## src/rtl/ring_reader.sv

```systemverilog
// Read-side (head) controller for the 4-entry MAC operand ring buffer.
// Owns the head pointer, raises Send_Handshaking for each pop and hands
// entries to the MAC datapath through a registered valid/ready stage.
module ring_reader #(
  parameter int unsigned DATA_W = 16,
  parameter int unsigned DEPTH  = 4,
  parameter int unsigned CNT_W  = 16
) (
  input  logic                    clk,
  input  logic                    rst,
  input  logic [1:0]              TP,
  input  logic                    Round,
  input  logic [DEPTH*DATA_W-1:0] ring_data,
  output logic [1:0]              HP,
  output logic                    Send_Handshaking,
  output logic                    out_valid,
  input  logic                    out_ready,
  output logic [DATA_W-1:0]       out_data,
  output logic                    empty,
  output logic                    full,
  output logic [2:0]              level,
  output logic [CNT_W-1:0]        xfer_cnt
);

  // Output stage state; HOLD means out_data carries a valid entry.
  typedef enum logic {
    StIdle = 1'b0,
    StHold = 1'b1
  } state_e;

  state_e              r_state;
  state_e              w_state_d;
  logic [1:0]          r_hp;
  logic [DATA_W-1:0]   r_data;
  logic [CNT_W-1:0]    r_cnt;
  logic                w_pop;
  logic                w_accept;
  logic                w_ptr_eq;
  logic [1:0]          w_diff;
  logic [DATA_W-1:0]   w_entries [DEPTH];

  // Unpack the flattened ring into addressable entries.
  always_comb begin
    for (int i = 0; i < int'(DEPTH); i++) begin
      w_entries[i] = ring_data[i*DATA_W +: DATA_W];
    end
  end

  // Occupancy derived from the pointers and the wrap bit.
  always_comb begin
    w_ptr_eq = (TP == r_hp);
    w_diff   = TP - r_hp;
    empty    = w_ptr_eq && !Round;
    full     = w_ptr_eq && Round;
    level    = Round ? (3'd4 - {1'b0, r_hp} + {1'b0, TP}) : {1'b0, w_diff};
  end

  // Pop decision and next output-stage state.
  always_comb begin
    w_accept  = (r_state == StHold) && out_ready;
    w_pop     = !rst && !empty && ((r_state == StIdle) || out_ready);
    w_state_d = r_state;
    if (w_pop) begin
      w_state_d = StHold;
    end else if (w_accept) begin
      w_state_d = StIdle;
    end
  end

  // Head pointer, output register and transfer counter.
  always_ff @(posedge clk) begin
    if (rst) begin
      r_state <= StIdle;
      r_hp    <= 2'd0;
      r_data  <= '0;
      r_cnt   <= '0;
    end else begin
      r_state <= w_state_d;
      if (w_pop) begin
        r_data <= w_entries[r_hp];
        r_hp   <= r_hp + 2'd1;
      end
      if (w_accept) begin
        r_cnt <= r_cnt + CNT_W'(1);
      end
    end
  end

  // Strobe is asserted while HP still addresses the slot being consumed.
  always_comb begin
    HP               = r_hp;
    Send_Handshaking = w_pop;
    out_valid        = (r_state == StHold);
    out_data         = r_data;
    xfer_cnt         = r_cnt;
  end

endmodule
```

## config.mk

```make
export PLATFORM = sky130hd
export DESIGN_NAME = ring_reader
export DESIGN_NICKNAME = d
export VERILOG_FILES = /design/src/rtl/ring_reader.sv
export SDC_FILE = /design/constraint.sdc
export NUM_CORES = 1
export LEC_CHECK = 0
export BUFFER_PORTS_ARGS = -buffer_cell sky130_fd_sc_hd__buf_4
export CORE_MARGIN = 1.5
export CORE_UTILIZATION = 30
export CTS_CLUSTER_SIZE = 16
export DETAILED_ROUTE_END_ITERATION = 7
export SYNTH_ARGS = -nofsm -noshare
export SYNTH_HDL_FRONTEND = slang
export SYNTH_SLANG_ARGS = --single-unit
```

## constraint.sdc

```tcl
create_clock -name clk -period 2.85 [get_ports clk]
set_input_delay 0.1425 -clock clk [delete_from_list [all_inputs] [get_ports clk]]
set_output_delay 0.1425 -clock clk [all_outputs]
set_load 0.05 [all_outputs]
```

==> results.cfg <==
[cts]
clock_path_buffers = 2
tritoncts = done
cts.sinks = 35
cts_setup_buffers = 0
clk_latency_ns = 0.28
cts_htree_levels = 2
ctsRootBufferMaster = clkbuf_8
cts_inserted_buffers = 5
clk_pin_slew_ns = 0.07
ctsHoldBuffers = 0
cts-resized-gates = 0

[min_path]
hold_depth = 3
hp-class = input pin to register
hold_start = out_ready
hold_end = xfer_cnt[1]$_SDFFE_PP0P_

[route]
ant_nets = 0
drc_errors = 0
viasPerCell = 4.71
drt_iter0_drc = 54
drtPass1Iterations = 4
drt_wl_total_mm = 5.24
vias = 1780
detail_route.wl_per_cell_um = 13.9

[sta]
timing.hold.ws_ns = 0.167
fin_crit_sh_pct = 77.3
max_slew_margin_pct = 55.7
worst-slew-pin-transition_ns = 0.663
maxSlewViolCount = 0
finalSetupViolCount = 0
clock.fmax_mhz = 454
grt_setup_unrepaired = false
skew_ns = 0.00411
tns_ns = 0
fin_crit_ns = 2.20
hold_viol = 0

[run]
drv_cap = 0

[logic_synthesis]
ys_top_cells_by_area = dfxtp_1, mux4_2, nand2b_1, nand2_1, o21ai_0
yosysTopAreaCellShare_pct = 37.0
yosysWarnings = 0
synth_area_mm2 = 0.00189
yosysTopAreaCell = dfxtp_1
synth_async_sr_flop_share_pct = 0
synth_edf_count = 0
synth_area_per_cell_um2 = 9.66
synth_ff_type = dfxtp_1
synth_cell_type_count = 36
synth_seq_area_share_pct = 37.0
synth_nets = 270
ys_ff_latch = 35
syn-instance-count = 196

[critical_path]
ff2ff_setup_slack_ns = 0.88
cp.required_ns = 2.71
worstPathArrival_ns = 2.06
timing.rr.start = HP[0]$_SDFFE_PP0P_
r2r_cells = 5
cp-end-kind = output port
start_kind = register
r2r_end = out_data[12]$_SDFFE_PP0P_
path_max_fanout = 19
critPathKind = register to output port

[floorplanning]
die_w_um = 82.5
die_h_um = 82.5
io_pins = 111
die_area_mm2 = 0.00680
rows = 28
initial_core_util_pct = 31.4
core-area_mm2 = 0.00603

[placed_design]
dp.final_hpwl_mm = 4.07
portBuffers = 110
routabilityCongestion = 0.727
dpl_cell_area_mm2 = 0.00278

[cells_and_area]
final_cell_area_mm2 = 0.00287
area_delta_synth_final_pct = 51.4
final_cell_mix = buf_4, dfxtp_1, nand2_1
final_layout_size_suffix_gt1_share_pct = 47.2
antenna_cells = 0
layout_commonest_cell = buf_4
nets = 377

[pwr]
p_leak_nw = 1.24
irDropWorstVdd_v = 0.000246
total_power_mw = 1.45
power_density_mw_per_mm2 = 507

[global_route]
overflow = 0
grt_usage_pct = 16.4
grt_max_degree = 38
antenna_found_initial = 0
grt_pass1_wl_mm = 8.36
grt_pass1_vias = 1749

[run_status]
status = finished, final reports clean
-- synthesized netlist by cell type, types with 2 or more instances --
| cell | number |
|---|---|
| or3_1 | 3 |
| and4_1 | 2 |
| nand2b_1 | 16 |
| a21oi_1 | 6 |
| buf_2 | 3 |
| xor2_1 | 8 |
| ha_1 | 3 |
| dfxtp_1 | 35 |
| o21ai_1 | 2 |
| inv_1 | 5 |
| o21ai_0 | 18 |
| nor2_1 | 13 |
| nand3_1 | 5 |
| and3_1 | 2 |
| xnor2_1 | 4 |
| nor2b_1 | 2 |
| mux4_2 | 16 |
| buf_4 | 2 |
| buf_1 | 2 |
| nand4_1 | 4 |
| nand2_1 | 25 |
| clkbuf_1 | 6 |
-- flip-flops by register name (all words and copies together), names as in the netlist --
name and count:
out_data 16, xfer_cnt 16, HP 2, out_valid 1
-- per-layer routing --
| layer | up-vias | share of wire [%] | track usage, % |
|---|---|---|---|
| met5 | - | 0 | 0 |
| met3 | 4 | 6.6 | 3.85 |
| li1 | 896 | - | - |
| met2 | 52 | 48 | 27.1 |
| met1 | 828 | 44 | 21.2 |
| met4 | 0 | 1.0 | 5.08 |
-- cell type report --
cell class              instances  area, um2
well taps                      75       93.8
multi-input cells             142       1110
flip-flops and latches         35        702
clock inverters                 1       5.00
repair buffers                114        856
clock buffers                   6       82.6
fillers                       599       3160
inverters                       5       18.8
-- power by group --
part	leakage [nW]	internal, mW	switching, mW
Combinational	0.906	0.224	0.314
Sequential	0.288	0.532	0.0253
Clock	0.0470	0.189	0.170
-- critical path, cell delays in order (launching register included) --
cell and delay, ns:
dfxtp_1 0.32, ha_1 0.31, and3b_1 0.26, nor3_4 0.58, buf_4 0.32
-- cells by family (layout without fill, tap and decap cells) --
| group | Yosys count | count (layout) | share of synthesized area (%) |
|---|---|---|---|
| DFF | 35 | 35 | 37.0 |
| xor gates and xnor gates | 12 | 12 | 5.55 |
| adders and majority gates | 4 | 4 | 3.04 |
| muxes | 16 | 16 | 19.0 |
| and+or+nand+nor | 83 | 83 | 23.4 |
| AOI/OAI and AO/OA | 27 | 27 | 7.27 |
| buffers and inverters | 19 | 126 | 4.76 |
-- per-stage QoR --
stage                     util (%)  cells  worst slack (ns)
final                         47.6    378             0.646
after global placement        46.1    371             0.951
after CTS                     47.6    378             0.617
after floorplan                  -    196            0.0630
after global routing          47.6    378             0.491
after detailed placement      46.1    371             0.867
-- worst max path at each step --
stage                             from                   endpoint  slack (ns)
finish              HP[0]$_SDFFE_PP0P_           Send_Handshaking        0.65
detailed placement  HP[0]$_SDFFE_PP0P_  out_data[12]$_SDFFE_PP0P_        0.87
floorplan           HP[1]$_SDFFE_PP0P_   out_data[6]$_SDFFE_PP0P_        0.06
CTS                 HP[0]$_SDFFE_PP0P_           Send_Handshaking        0.62
global route        HP[0]$_SDFFE_PP0P_           Send_Handshaking        0.49
global placement    HP[1]$_SDFFE_PP0P_   out_data[9]$_SDFFE_PP0P_        0.95
(Power assumes the default switching activity.)
